==> src/rtl/rates_token_shaper.sv <==
// Message-granular token-bucket rate shaper for a valid/ready byte stream.
// A message is admitted only while byte credit is positive. Once admitted it
// runs to its last beat without further gating, and each beat is charged.
module rates_token_shaper #(
  parameter int unsigned DATA_WIDTH_IN_BYTES = 4,
  parameter int unsigned TOKEN_WIDTH         = 20,
  parameter int unsigned PERIOD_WIDTH        = 16,
  localparam int unsigned EMPTY_W = (DATA_WIDTH_IN_BYTES > 1) ? $clog2(DATA_WIDTH_IN_BYTES) : 1
) (
  input  logic                             clk,
  input  logic                             rst,
  input  logic                             cfg_enable,
  input  logic [PERIOD_WIDTH-1:0]          cfg_period,
  input  logic [TOKEN_WIDTH-1:0]           cfg_increment,
  input  logic [TOKEN_WIDTH-1:0]           cfg_burst,
  input  logic                             in_valid,
  output logic                             in_ready,
  input  logic [8*DATA_WIDTH_IN_BYTES-1:0] in_data,
  input  logic                             in_last,
  input  logic [EMPTY_W-1:0]               in_empty,
  output logic                             out_valid,
  input  logic                             out_ready,
  output logic [8*DATA_WIDTH_IN_BYTES-1:0] out_data,
  output logic                             out_last,
  output logic [EMPTY_W-1:0]               out_empty,
  output logic [TOKEN_WIDTH:0]             sts_tokens,
  output logic [31:0]                      sts_msg_count,
  output logic [31:0]                      sts_stall_cnt
);

  localparam int unsigned CHG_W = $clog2(DATA_WIDTH_IN_BYTES + 1);
  localparam int unsigned BKT_W = TOKEN_WIDTH + 1;
  localparam int unsigned SUM_W = TOKEN_WIDTH + 2;

  typedef enum logic [1:0] {S_IDLE, S_WAIT, S_PASS} state_t;

  state_t                    state;
  logic signed [BKT_W-1:0]   bucket;
  logic [PERIOD_WIDTH-1:0]   period_cnt;
  logic [PERIOD_WIDTH-1:0]   period_eff;
  logic                      refill;
  logic                      credit_ok;
  logic                      gate;
  logic                      accept;
  logic [CHG_W-1:0]          charge;
  logic signed [SUM_W-1:0]   bucket_ext;
  logic signed [SUM_W-1:0]   inc_ext;
  logic signed [SUM_W-1:0]   chg_ext;
  logic signed [SUM_W-1:0]   sum;
  logic signed [SUM_W-1:0]   ceil_ext;
  logic signed [SUM_W-1:0]   floor_ext;
  logic signed [BKT_W-1:0]   bucket_nxt;

  // Strictly positive credit: sign bit clear and not zero.
  assign credit_ok = !bucket[BKT_W-1] && (bucket != '0);

  // Bypass opens the gate everywhere; otherwise only PASS or a credited IDLE.
  assign gate = !cfg_enable || (state == S_PASS) || ((state == S_IDLE) && credit_ok);

  assign in_ready  = !rst && out_ready && gate;
  assign out_valid = !rst && in_valid && gate;
  assign out_data  = in_data;
  assign out_last  = in_last;
  assign out_empty = in_empty;
  assign accept    = in_valid && out_ready && gate;

  assign sts_tokens = bucket;

  // Bytes consumed by the current beat; a last beat drops its empty bytes.
  assign charge = in_last ? (CHG_W'(DATA_WIDTH_IN_BYTES) - CHG_W'(in_empty))
                          : CHG_W'(DATA_WIDTH_IN_BYTES);

  // A zero period behaves as one; >= also absorbs a period shrunk mid-count.
  assign period_eff = (cfg_period == '0) ? PERIOD_WIDTH'(1) : cfg_period;
  assign refill     = (period_cnt >= (period_eff - PERIOD_WIDTH'(1)));

  // Bucket arithmetic in one extra bit so refill and charge never wrap.
  always_comb begin
    bucket_ext = {bucket[BKT_W-1], bucket};
    inc_ext    = refill ? {2'b00, cfg_increment} : '0;
    chg_ext    = (accept && cfg_enable) ? SUM_W'(charge) : '0;
    sum        = bucket_ext + inc_ext - chg_ext;
    ceil_ext   = {2'b00, cfg_burst};
    floor_ext  = {2'b11, {TOKEN_WIDTH{1'b0}}};
    bucket_nxt = BKT_W'(sum);
    if (!cfg_enable) begin
      bucket_nxt = {1'b0, cfg_burst};
    end else if (sum > ceil_ext) begin
      bucket_nxt = {1'b0, cfg_burst};
    end else if (sum < floor_ext) begin
      bucket_nxt = {1'b1, {TOKEN_WIDTH{1'b0}}};
    end
  end

  // Refill period counter and token bucket.
  always_ff @(posedge clk or posedge rst) begin
    if (rst) begin
      period_cnt <= '0;
      bucket     <= '0;
    end else begin
      period_cnt <= refill ? '0 : (period_cnt + PERIOD_WIDTH'(1));
      bucket     <= bucket_nxt;
    end
  end

  // Message-boundary FSM plus message and stall statistics.
  always_ff @(posedge clk or posedge rst) begin
    if (rst) begin
      state         <= S_IDLE;
      sts_msg_count <= '0;
      sts_stall_cnt <= '0;
    end else begin
      if (accept && in_last) begin
        sts_msg_count <= sts_msg_count + 32'd1;
      end
      if ((state == S_WAIT) && in_valid) begin
        sts_stall_cnt <= sts_stall_cnt + 32'd1;
      end
      case (state)
        S_IDLE: begin
          if (in_valid && gate) begin
            state <= (accept && in_last) ? S_IDLE : S_PASS;
          end else if (in_valid) begin
            state <= S_WAIT;
          end
        end
        S_WAIT: begin
          if (!cfg_enable && in_valid) begin
            state <= (accept && in_last) ? S_IDLE : S_PASS;
          end else if (credit_ok) begin
            state <= S_IDLE;
          end
        end
        S_PASS: begin
          if (accept && in_last) begin
            state <= S_IDLE;
          end
        end
        default: state <= S_IDLE;
      endcase
    end
  end

endmodule

==> config.mk <==
export PLATFORM = sky130hd
export DESIGN_NAME = rates_token_shaper
export DESIGN_NICKNAME = d
export VERILOG_FILES = /design/src/rtl/rates_token_shaper.sv
export SDC_FILE = /design/constraint.sdc
export NUM_CORES = 1
export LEC_CHECK = 0
export BUFFER_PORTS_ARGS = -buffer_cell sky130_fd_sc_hd__buf_2
export CORE_MARGIN = 8
export CORE_UTILIZATION = 36
export CTS_BUF_LIST = sky130_fd_sc_hd__clkbuf_16
export DETAILED_ROUTE_END_ITERATION = 12
export GPL_ROUTABILITY_DRIVEN = 0
export SYNTH_ARGS = -nofsm -noshare
export SYNTH_HDL_FRONTEND = slang
export SYNTH_SLANG_ARGS = --single-unit
==> constraint.sdc <==
create_clock -name clk -period 7.5 [get_ports clk]
set_clock_uncertainty 0.2 [all_clocks]
set_input_delay 1.125 -clock clk [delete_from_list [all_inputs] [get_ports clk]]
set_output_delay 1.125 -clock clk [all_outputs]
set_load 0.005 [all_outputs]
# --- Word level (Yosys, flattened, before mapping) ---
# Cells that the tools add are included.
op_classes:
  n_addsub: 7
  n_lt_le_gt_ge: 3
  eq_ne: 5
  muxes: 15
  reduce_logical: 22
op_table:
  columns: ["op", "n"]
  rows:
  - ["32-bit by 1-bit adder with 32-bit output (second input constant)", 2]
  - ["21-bit 2-to-1 mux", 3]
  - ["16-bit 2-to-1 mux", 2]
  - ["21-bit by 21-bit adder with 22-bit output", 1]
  - ["22-bit by 21-bit > comparator with 1-bit output", 1]
  - ["22-bit by 21-bit less-than comparator with 1-bit output (second input constant)", 1]
  - ["22-bit by 4-bit subtractor with 22-bit output", 1]
  - ["21-bit nonzero test", 1]
  - ["20-bit 2-to-1 mux", 1]
  - ["16-bit by 1-bit adder with 16-bit output (second input constant)", 1]
  - ["16-bit greater-or-equal comparator", 1]
  - ["16-bit zero test", 1]
  - ["16-bit by 1-bit subtractor with 16-bit output (second input constant)", 1]
  - ["1-bit logical AND", 13]
  - ["2-bit 2-to-1 mux", 6]
  - ["3-bit 2-to-1 mux", 2]
  - ["3-bit by 2-bit inequality test with 1-bit output (second input constant)", 2]
  - ["2-bit case mux with 3 select lines", 1]
  - ["1-bit zero test", 3]
  - ["3-bit AND reduction", 1]
  - ["3-bit by 2-bit subtractor with 3-bit output (first input constant)", 1]
  - ["2-bit by 1-bit == test with 1-bit output (second input constant)", 1]
  - ["2-bit == test (second input constant)", 1]
  - ["2-bit zero test", 1]
  - ["other kinds (2)", 3]
word_totals:
  reg_bits: 103
  out_inout_bits: 122
  wordCells: 57

# --- Depth between registers and ports, before layout ---
# Gate-level depths: netlist of the first run.
logic_depth:
  word_depth: 12
  depth_mapped: 39

# --- Least setup slack after synthesis of the first run ---
# OpenSTA, ideal clock, no wires.
synth_timing:
  kind: "input to register"
  startpoint: "input cfg_period[7]"
  endpoint: "register bucket[8] (netlist: sts_tokens[8])"
  arrival_time_ns: 8.396
  setup_slack_ns: -1.217
  cell_stages: 36
  path_buffers: 2
  cell_sequence: "or4_1 -> nor4_1 -> nand2b_1 -> or3_1 -> nor3_1 -> nor2_1 -> ha_1 -> nand2_1 -> nor3_1 -> xnor2_1 -> ha_1 -> a21o_1 -> a21o_1 -> a21oi_1 -> o21ai_1 -> clkbuf_1 -> a22o_1 -> fa_1 -> fa_1 -> a211oi_2 -> o211ai_2 -> a211oi_4 -> o31ai_4 -> a21o_1 -> a21oi_1 -> xnor2_1 -> ha_1 -> nand2_1 -> nor4_1 -> nand2_1 -> or4b_2 -> a21oi_1 -> o41a_4 -> nor2_4 -> buf_6 -> a22o_1"
synth_via:
  elab_chain_len: 11
  elab_cells_between_ends: 12
  cone_classes: "add/sub (3); order compare (3); mux (5); reduce/logical (1)"
synth_rtl:
  columns: ["element", "line_no", "rtl"]
  rows:
  - ["from (decl)", "13", "input logic [PERIOD_WIDTH-1:0] cfg_period,"]
  - ["16-bit zero test", "74", "assign period_eff = (cfg_period == '0) ? PERIOD_WIDTH'(1) : cfg_period;"]
  - ["16-bit 2-to-1 mux *", "74", null]
  - ["16-bit by 1-bit subtractor with 16-bit output *", "75", "assign refill = (period_cnt >= (period_eff - PERIOD_WIDTH'(1)));"]
  - ["16-bit greater-or-equal comparator *", "75", null]
  - ["20-bit 2-to-1 mux *", "80", "inc_ext = refill ? {2'b00, cfg_increment} : '0;"]
  - ["21-bit by 21-bit adder with 22-bit output *", "82", "sum = bucket_ext + inc_ext - chg_ext;"]
  - ["22-bit by 4-bit subtractor with 22-bit output *", "82", null]
  - ["22-bit by 21-bit less-than comparator with 1-bit output", "90", "end else if (sum < floor_ext) begin"]
  - ["21-bit 2-to-1 mux", "90", null]
  - ["21-bit 2-to-1 mux *", "88", "end else if (sum > ceil_ext) begin"]
  - ["21-bit 2-to-1 mux *", "86", "if (!cfg_enable) begin"]
  - ["named net bucket_nxt[8]", "52", "logic signed [BKT_W-1:0] bucket_nxt;"]
  - ["to (signal assigned)", "102", "bucket <= bucket_nxt;"]
  - ["to (decl)", "38", "logic signed [BKT_W-1:0] bucket;"]
# The timed path passes the listed nets; every way through them passes the cells marked *.
# A chain may end at the register's enable or synchronous reset.

# --- Worst setup path after layout of the first run ---
layout_timing:
  startpoint: "input cfg_period[7]"
  endpoint: "register bucket[2] (netlist: sts_tokens[2])"
# Same word-level chain as after synthesis.

==> impl_metrics.yaml, run 1 <==
global_routing:
  grtUsageMet2_pct: 26.4
  grt_pass1_wl_um: 33500
  grt.total_usage_pct: 15.6
  grtUsageMet1_pct: 20.0
  use_met3_pct: 3.97
  grt_overflow: 0
  grt_pass1_vias: 6821
  busiest_layer: "met2"
  grt_max_degree: 75
  antenna_found_initial: 1
cts:
  numCtsBuffers: 9
  clk_pin_slew_ns: 0.08
  clk_path_buf_depth: 2
  insertion_delay_ns: 0.36
  cts_tree: "built"
  cts_root_buf: "clkbuf_16"
  cts.htree.levels: 3
  cts_sinks: 103
logic_synthesis:
  synth_edf_count: 0
  synth_fa_ha_area_share_pct: 13.8
  synth_top_family_by_area: "simple AND/OR/NAND/NOR gates"
  avgSynthCellArea_um2: 9.11
  synthFlopType: "dfrtp_1"
  synthMuxAreaShare_pct: 0.294
  netlist_area_mm2: 0.00766
  ys_async_sr_fraction_pct: 100
  synth_warnings: 0
  synth_fp_nets: 1020
  synth-seq-area-share_pct: 33.6
  synth_cell_types: 57
  synthXorXnorAreaFrac_pct: 11.8
  yosys.area_share.simple_pct: 16.9
  synth_compound_area_share_pct: 14.6
  ys_ff_latch: 103
  syn_inst: 841
setup_path:
  crit_required_ns: 7.55
  startpoint_type: "input port"
  cp_common_cell: "a21o_1"
  endpoint_kind: "register"
  crit_type: "input port to register"
  critical-path-slowest-cell: "or4_4"
  slowest_delay_ns: 0.55
  critPathArrivalTime_ns: 8.37
  critPathMaxFanout: 8
power:
  p_comb_share_pct: 74.0
  p_per_area_mw_per_mm2: 487
  p_clk_share_pct: 10.0
  max-vdd-ir-drop_uv: 741
  p_int_mw: 2.83
  p_switching_mw: 2.08
  power.leakage_nw: 5.24
  p_sw_share_pct: 42.4
  fin_total_pwr_mw: 4.92
  p_seq_share_pct: 16.0
sta:
  finalCritPeriodShare_pct: 111
  setup_violations: 20
  worstMarginPinSlew_ns: 0.957
  slew_headroom_pct: 36.2
  max_freq_mhz: 120
  fin_ws_ns: -0.820
  slew_viol_final: 0
  final-hold-violation-count: 0
  rsz0062_at_grt: "true"
  period_minus_slack_ns: 8.32
drt:
  firstDrtPassIters: 5
  final_antenna_net_count: 0
  drtIter0Drc: 365
  route.detailed.drc: 0
  vias: 6770
  via_per_inst: 4.96
  drt-total-wl_um: 20900
  post_drt_wl_per_cell_um: 15.3
floorplanning:
  pin_count: 218
  die_x_um: 162
  dieArea_mm2: 0.0262
  row_count: 53
  initial_utilization_pct: 36.6
  die_h_um: 162
  core_mm2: 0.0210
run_status:
  status: "finished with violations"
  violations: "setup timing"
cells_and_area:
  final_nets: 1263
  area_growth_pct: 31.9
  multi_input_area_mm2: 0.00469
  nFillCells: 2063
  antenna_cells: 0
  regArea_mm2: 0.00258
  drive_above_1_share_pct: 32.8
  fin_area_mm2: 0.0101
worst_hold_path:
  hp-class: "register to register"
placed_design:
  dpl.hpwl_um: 16500
  numPortBuffers: 153
  placed_area_mm2: 0.00946
job:
  cap_violations: 0
-- cell usage after synthesis (4+ instances only) --
| master | n | area, µm² |
|---|---|---|
| a21o_1 | 16 | 120 |
| o21ai_1 | 5 | 25.0 |
| o21a_1 | 4 | 30.0 |
| a22o_1 | 19 | 166 |
| o21ai_0 | 13 | 65.1 |
| nand4_1 | 17 | 106 |
| and4_1 | 6 | 52.6 |
| nand2b_1 | 4 | 25.0 |
| nand2_1 | 58 | 218 |
| a21oi_1 | 34 | 170 |
| nor2_1 | 45 | 169 |
| inv_1 | 95 | 357 |
| ha_1 | 80 | 1000 |
| a31oi_1 | 22 | 138 |
| or3_1 | 5 | 31.3 |
| xor2_1 | 41 | 359 |
| clkbuf_1 | 9 | 33.8 |
| and3_1 | 17 | 106 |
| nor4_1 | 13 | 81.3 |
| and2_1 | 23 | 144 |
| nor3_1 | 11 | 55.1 |
| xnor2_1 | 62 | 543 |
| buf_4 | 35 | 263 |
| a211oi_1 | 20 | 150 |
| dfrtp_1 | 103 | 2580 |
| nand3_1 | 37 | 185 |
-- power groups by stage --
stage	clock network (mW)	registers (mW)	logic, mW
floorplan	0	0.766	1.92
global placement	0	0.799	3.24
detailed placement	0	0.797	3.26
CTS	0.510	0.787	3.38
global route	0.534	0.801	4.01
finish	0.491	0.787	3.64
-- critical path: cells and delay by family --
kind	cells	cell delay (ns)
xor gates and xnor gates	1	0.12
buffers and inverters	2	0.28
AOI/OAI and AO/OA	17	3.59
and+or+nand+nor	8	1.67
adders and majority gates	5	1.57
-- metrics by stage --
stage / util [%] / cells / hold slack, ns / setup TNS [ns] / setup slack, ns
after floorplan: - / 841 / 0.265 / -16.26 / -0.853
after global placement: 45.2 / 1332 / 0.255 / -25.46 / -1.29
after detailed placement: 45.2 / 1332 / 0.261 / -25.76 / -1.31
after CTS: 47.1 / 1355 / 0.275 / -15.37 / -0.797
after global routing: 48.2 / 1364 / 0.304 / -21.99 / -1.13
final: 48.2 / 1364 / 0.268 / -15.60 / -0.820
-- cell families (layout without fill, tap and decap cells) --
kind of cell	count (synthesis)	count (layout)
muxes	2	2
adders and majority gates	83	83
DFF	103	103
buffers and inverters	144	392
AOI/OAI and AO/OA	156	156
and+or+nand+nor	250	250
xor gates and xnor gates	103	103
-- final timing paths --
path | cells past startpoint | slack (ns) | to | startpoint
worst max-delay path | 33 | -0.82 | sts_tokens[2] | cfg_period[7]
worst min-delay path | 1 | 0.27 | sts_msg_count[31] | sts_msg_count[31]
worst max register to register | 24 | 0.98 | sts_tokens[2] | sts_tokens[5]
worst min register to register | 1 | 0.27 | sts_msg_count[31] | sts_msg_count[31]
max in group asynchronous | 3 | 5.23 | period_cnt[15] | rst
min in group asynchronous | 2 | 0.57 | sts_msg_count[4] | rst
-- per-layer routing --
metal	routed length, µm	vias to the layer above	part of all wire [%]
li1	-	3385	-
met1	9590	3214	46
met2	9990	155	48
met3	1140	14	5.5
met4	142	2	0.68
met5	13	-	0.062
-- what timing repair did --
action	4_1_cts	5_1_grt
hold buffers	0	0
gates resized for setup	11	24
endpoints found under the setup margin	20	20
setup buffers	7	7
pin swaps	14	22
gates cloned	0	2
-- final cells by class --
type	instances	area share, %
clock buffers	9	2.23
clock inverters	7	0.854
inverters	96	3.59
multi-input cells	594	46.4
flip-flops and latches	103	25.5
well taps	275	3.41
repair buffers	280	18.0
-- layout by cell type, fill, tap and decap left out, types with 23 or more instances in the layout --
master | synthesis | routed
nand2_1 | 58 | 55
nor2_1 | 45 | 43
inv_1 | 95 | 93
buf_2 | 3 | 152
ha_1 | 80 | 74
xor2_1 | 41 | 41
buf_4 | 35 | 118
nand3_1 | 37 | 37
xnor2_1 | 62 | 59
dfrtp_1 | 103 | 103
a21oi_1 | 34 | 26
and2_1 | 23 | 23
-- flip-flops by register name, summed over array words and instances (netlist names) --
register and count:
period_cnt 16, state 2, sts_tokens 21, sts_stall_cnt 32, sts_msg_count 32
No activity file was read; power rests on OpenSTA's default activity.
==> run 2: changes to the inputs <==
--- a/config.mk
+++ b/config.mk
@@ -5,12 +5,15 @@
 export SDC_FILE = /design/constraint.sdc
 export NUM_CORES = 1
 export LEC_CHECK = 0
+export ABC_CLOCK_PERIOD_IN_PS = 7500
 export BUFFER_PORTS_ARGS = -buffer_cell sky130_fd_sc_hd__buf_2
 export CORE_MARGIN = 8
 export CORE_UTILIZATION = 36
 export CTS_BUF_LIST = sky130_fd_sc_hd__clkbuf_16
 export DETAILED_ROUTE_END_ITERATION = 12
 export GPL_ROUTABILITY_DRIVEN = 0
+export SKIP_CTS_REPAIR_TIMING = 1
+export SKIP_LAST_GASP = 1
 export SYNTH_ARGS = -nofsm -noshare
 export SYNTH_HDL_FRONTEND = slang
 export SYNTH_SLANG_ARGS = --single-unit
==> run 2 against run 1 <==
- critical path type unchanged
- die area unchanged
- flip-flop and latch count is the same
- the run still ends with setup timing left
- clock power is essentially flat
- count of clock-buffer cells in the layout unchanged
- combinational power down 4%
- cell count fell by 0.37%
- sequential share of layout area up 0.28 points
- first-iteration DRC count fell by 6.0%
- critical endpoint unchanged
- final area is 1.1% lower
==> impl_metrics.yaml, run 2 (same netlist as run 1, synthesis figures left out) <==
cells_and_area:
  drive_above_1_share_pct: 31.9
  area_growth_pct: 30.4
  finalNonFillerCells: 1359
  antenna_cells: 0
  nFillCells: 2075
  final_nets: 1258
  final_common_cell: "buf_2"
  most-common-layout-cells: "buf_2 (152), buf_4 (116), dfrtp_1 (103), inv_1 (93), ha_1 (75)"
  fin_area_mm2: 0.00999
sta:
  slew_viol_final: 0
  setup_violations: 20
  setup-tns-final_ns: -15.82
  finalCritPeriodShare_pct: 111
  final-hold-violation-count: 0
  period_minus_slack_ns: 8.32
  fin_ws_ns: -0.823
  rsz0062_at_grt: "true"
  worstMarginPinSlew_ns: 0.952
  max_freq_mhz: 120
  slew_headroom_pct: 36.5
drt:
  vias: 6744
  post_drt_wl_per_cell_um: 15.3
  route.detailed.drc: 0
  drtIter0Drc: 343
  drt-total-wl_um: 20700
  firstDrtPassIters: 5
  via_per_inst: 4.96
  final_antenna_net_count: 0
run_status:
  violations: "setup timing"
  status: "finished with violations"
cts:
  insertion_delay_ns: 0.36
  clk_pin_slew_ns: 0.08
  cts_sinks: 103
  cts_tree: "built"
  cts.htree.levels: 3
  cts_root_buf: "clkbuf_16"
  numCtsBuffers: 9
  clk_path_buf_depth: 2
setup_path:
  r2r-end: "sts_tokens[2]"
  rr_worst_depth: 24
  cp_common_cell: "a21o_1"
  slowest_delay_ns: 0.55
  reg2reg_from: "sts_tokens[5]"
  critPathBufInv: 3
  ff2ff_setup_slack_ns: 0.98
  startpoint_type: "input port"
  critPathMaxFanout: 8
  critPathArrivalTime_ns: 8.37
  crit_family: "compound AO/OA/AOI/OAI gates"
  path_depth: 33
  crit_required_ns: 7.55
  crit_type: "input port to register"
  endpoint_kind: "register"
  critical-path-slowest-cell: "or4_4"
power:
  fin_total_pwr_mw: 4.79
  p_per_area_mw_per_mm2: 479
  max-vdd-ir-drop_uv: 674
  power.leakage_nw: 5.20
worst_hold_path:
  hold_end: "sts_msg_count[31]"
  hp-class: "register to register"
  min_from: "sts_msg_count[31]"
  whs_path_depth: 1
floorplanning:
  die_h_um: 162
  core_mm2: 0.0210
  initial_utilization_pct: 36.6
  row_count: 53
  pin_count: 218
  dieArea_mm2: 0.0262
  die_x_um: 162
placed_design:
  numPortBuffers: 153
  dpl.hpwl_um: 16500
  placed_area_mm2: 0.00946
  placed_cells: 1332
global_routing:
  grt_pass1_vias: 6791
  grt.total_usage_pct: 15.6
  grt_overflow: 0
  grt_pass1_wl_um: 33400
  grt_max_degree: 75
  antenna_found_initial: 1
job:
  cap_violations: 0
[run 2: metal layers]
layer / part of all wire, % / vias up / track usage (%)
met5: 0.063 / - / 0
met4: 0.74 / 2 / 2.65
met3: 5.6 / 16 / 3.97
met2: 48 / 158 / 26.2
met1: 46 / 3188 / 19.9
li1: - / 3380 / -
[run 2: layout make-up]
| cell class | instances | area (µm²) | share of cell area, % |
|---|---|---|---|
| Inverter | 96 | 363 | 3.63 |
| Multi-Input combinational cell | 594 | 4640 | 46.4 |
| Tap cell | 275 | 344 | 3.44 |
| Clock buffer | 9 | 225 | 2.25 |
| Clock inverter | 7 | 86.3 | 0.864 |
| Sequential cell | 103 | 2580 | 25.8 |
| Timing Repair Buffer | 275 | 1760 | 17.6 |
[run 2: worst max path at each step]
stage | startpoint | to | slack, ns
after detailed placement | cfg_period[7] | sts_tokens[11] | -1.31
after floorplan | cfg_period[7] | sts_tokens[11] | -0.85
after global placement | cfg_period[7] | sts_tokens[12] | -1.29
final | cfg_period[7] | sts_tokens[2] | -0.82
after CTS | cfg_period[7] | sts_tokens[11] | -0.96
after global routing | cfg_period[7] | sts_tokens[2] | -1.11
[run 2: metrics by stage]
stage                     hold slack [ns]  util, %  setup slack, ns
final                               0.268     47.7           -0.823
after CTS                           0.275     46.7           -0.962
after global placement              0.255     45.2            -1.29
after global routing                0.304     47.7            -1.11
after floorplan                     0.265        -           -0.853
after detailed placement            0.261     45.2            -1.31
[run 2: report_power, final]
part | switching (mW) | total [mW] | internal (mW)
sequential | 0.121 | 0.787 | 0.667
clock | 0.251 | 0.491 | 0.240
combinational | 1.67 | 3.51 | 1.84
total | 2.04 | 4.79 | 2.75
==> run 3: changes to the inputs <==
--- a/config.mk
+++ b/config.mk
@@ -5,7 +5,7 @@
 export SDC_FILE = /design/constraint.sdc
 export NUM_CORES = 1
 export LEC_CHECK = 0
-export ABC_CLOCK_PERIOD_IN_PS = 7500
+export ABC_CLOCK_PERIOD_IN_PS = 7600
 export BUFFER_PORTS_ARGS = -buffer_cell sky130_fd_sc_hd__buf_2
 export CORE_MARGIN = 8
 export CORE_UTILIZATION = 36
==> constraint.sdc (replaced) <==
create_clock -name clk -period 7.6 [get_ports clk]
set_clock_uncertainty 0.2 [all_clocks]
set_input_delay 1.14 -clock clk [delete_from_list [all_inputs] [get_ports clk]]
set_output_delay 1.14 -clock clk [all_outputs]
set_load 0.005 [all_outputs]
==> run 3 against run 2 <==
- the run still ends with setup timing left
- cell count fell by 0.44%
- non-clock buffer count is 6 lower
- final area increased by 0.46%
- sequential power decreased by 1%
- register-to-register slack gained 0.16 ns
- wire length shrank 0.25%
- combinational power about the same
- count of clock-buffer cells in the layout unchanged
- first-iteration DRC count grew 1.7%
- highest routed layer unchanged
==> impl_metrics.yaml, run 3 (same netlist as run 1, synthesis figures left out) <==
cts:
  numCtsBuffers: 9
  cts_root_buf: "clkbuf_16"
  cts_tree: "built"
  clk_pin_slew_ns: 0.08
  insertion_delay_ns: 0.35
  cts.htree.levels: 3
  clk_path_buf_depth: 2
  cts_sinks: 103
power:
  p_sw_share_pct: 42.7
  p_seq_share_pct: 16.3
  max-vdd-ir-drop_uv: 622
  power.leakage_nw: 5.20
  p_per_area_mw_per_mm2: 475
  p_int_mw: 2.73
  p_switching_mw: 2.04
  p_clk_share_pct: 10.6
  p_comb_share_pct: 73.1
global_routing:
  antenna_found_initial: 1
  grt_max_degree: 79
  grt.total_usage_pct: 15.1
  grt_pass1_wl_um: 32600
  grt_pass1_vias: 6548
  grt_overflow: 0
sta:
  fin_ws_ns: -0.686
  rsz0062_at_grt: "true"
  whs_ns: 0.270
  setup-tns-final_ns: -12.94
  max_freq_mhz: 121
  slew_viol_final: 0
  finalCritPeriodShare_pct: 109
  period_minus_slack_ns: 8.29
  setup_violations: 20
  worstMarginPinSlew_ns: 1.00
  final-hold-violation-count: 0
  slew_headroom_pct: 33.1
drt:
  final_antenna_net_count: 0
  via_per_inst: 4.96
  route.detailed.drc: 0
  drt-total-wl_um: 20700
  drtIter0Drc: 349
  firstDrtPassIters: 5
  vias: 6714
  post_drt_wl_per_cell_um: 15.3
placed_design:
  dpl.hpwl_um: 16400
  pre_cts_slack_ns: -1.29
  numPortBuffers: 153
setup_path:
  cp_common_cell: "a21o_1"
  crit_type: "input port to register"
  slowest_delay_ns: 0.54
  critPathLaunch: "cfg_period[7]"
  critical-path-slowest-cell: "or4_4"
  crit_required_ns: 7.69
  startpoint_type: "input port"
  critPathArrivalTime_ns: 8.38
  endpoint_kind: "register"
  critPathMaxFanout: 5
  reg2reg_from: "sts_tokens[5]"
floorplanning:
  die_h_um: 162
  initial_utilization_pct: 36.6
  core_mm2: 0.0210
  die_x_um: 162
  row_count: 53
  dieArea_mm2: 0.0262
  pin_count: 218
cells_and_area:
  utilization_pct: 47.9
  final_nets: 1252
  most-common-layout-cells: "buf_2 (151), buf_4 (110), dfrtp_1 (103), inv_1 (92), ha_1 (75)"
  antenna_cells: 0
  nFillCells: 2046
  area_growth_pct: 31.0
  final_common_cell: "buf_2"
  drive_above_1_share_pct: 32.3
worst_hold_path:
  min_from: "sts_stall_cnt[31]"
  hp-class: "register to register"
job:
  cap_violations: 0
run_status:
  status: "finished with violations"
  violations: "setup timing"
## run 3: changes by cell type in the layout (fill, tap and decap cells not counted), moves of 2 or more
cell / previous run / this run
buf_4: 116 / 110
buf_6: 2 / 4
a21oi_4: 0 / 2
xnor2_2: 1 / 3
inv_6: 2 / 0
a21oi_1: 26 / 24
xnor2_1: 61 / 59
## run 3: through the flow
stage          cell area [µm²]  power (mW)  instances
6_report                 10000        4.77       1353
5_1_grt                  10000        5.20       1353
3_3_place_gp              9440        3.94       1330
2_1_floorplan             7820        2.65        841
3_5_place_dp              9440        3.96       1330
4_1_cts                   9760        4.51       1346
## run 3: final cells by class
class	count	area (µm²)	area share, %
Inverter	96	363	3.61
Tap cell	275	344	3.43
Sequential cell	103	2580	25.7
Clock buffer	9	225	2.24
Multi-Input combinational cell	594	4720	47.0
Timing Repair Buffer	269	1710	17.0
Clock inverter	7	103	1.02
## run 3: final timing paths
kind	endpoint	slack, ns	cells after the start
min in group asynchronous	sts_msg_count[0]	0.57	2
worst min register to register	sts_stall_cnt[31]	0.27	1
worst max register to register	sts_tokens[1]	1.14	26
max in group asynchronous	period_cnt[15]	5.31	3
worst max-delay path	sts_tokens[1]	-0.69	35
worst min-delay path	sts_stall_cnt[31]	0.27	1
## run 3: power by group through the flow
stage          Combinational [mW]  Sequential, mW  Clock [mW]
2_1_floorplan                1.89           0.756           0
3_3_place_gp                 3.15           0.788           0
3_5_place_dp                 3.18           0.786           0
4_1_cts                      3.21           0.776       0.526
5_1_grt                      3.86           0.789       0.547
6_report                     3.49           0.777       0.507
## run 3: critical path: cells and delay by family
family | cells | cell delay, ns
xor gates and xnor gates | 1 | 0.10
and+or+nand+nor | 10 | 2.07
adders and majority gates | 5 | 1.62
buffers and inverters | 3 | 0.42
AOI/OAI and AO/OA | 16 | 3.00
## run 3: per-layer routing
metal	vias up	wire length, µm	GRT usage [%]
met5	-	13	0
met4	2	192	2.61
met3	15	1230	3.87
met2	154	9940	25.6
met1	3183	9320	19.3
li1	3360	-	-
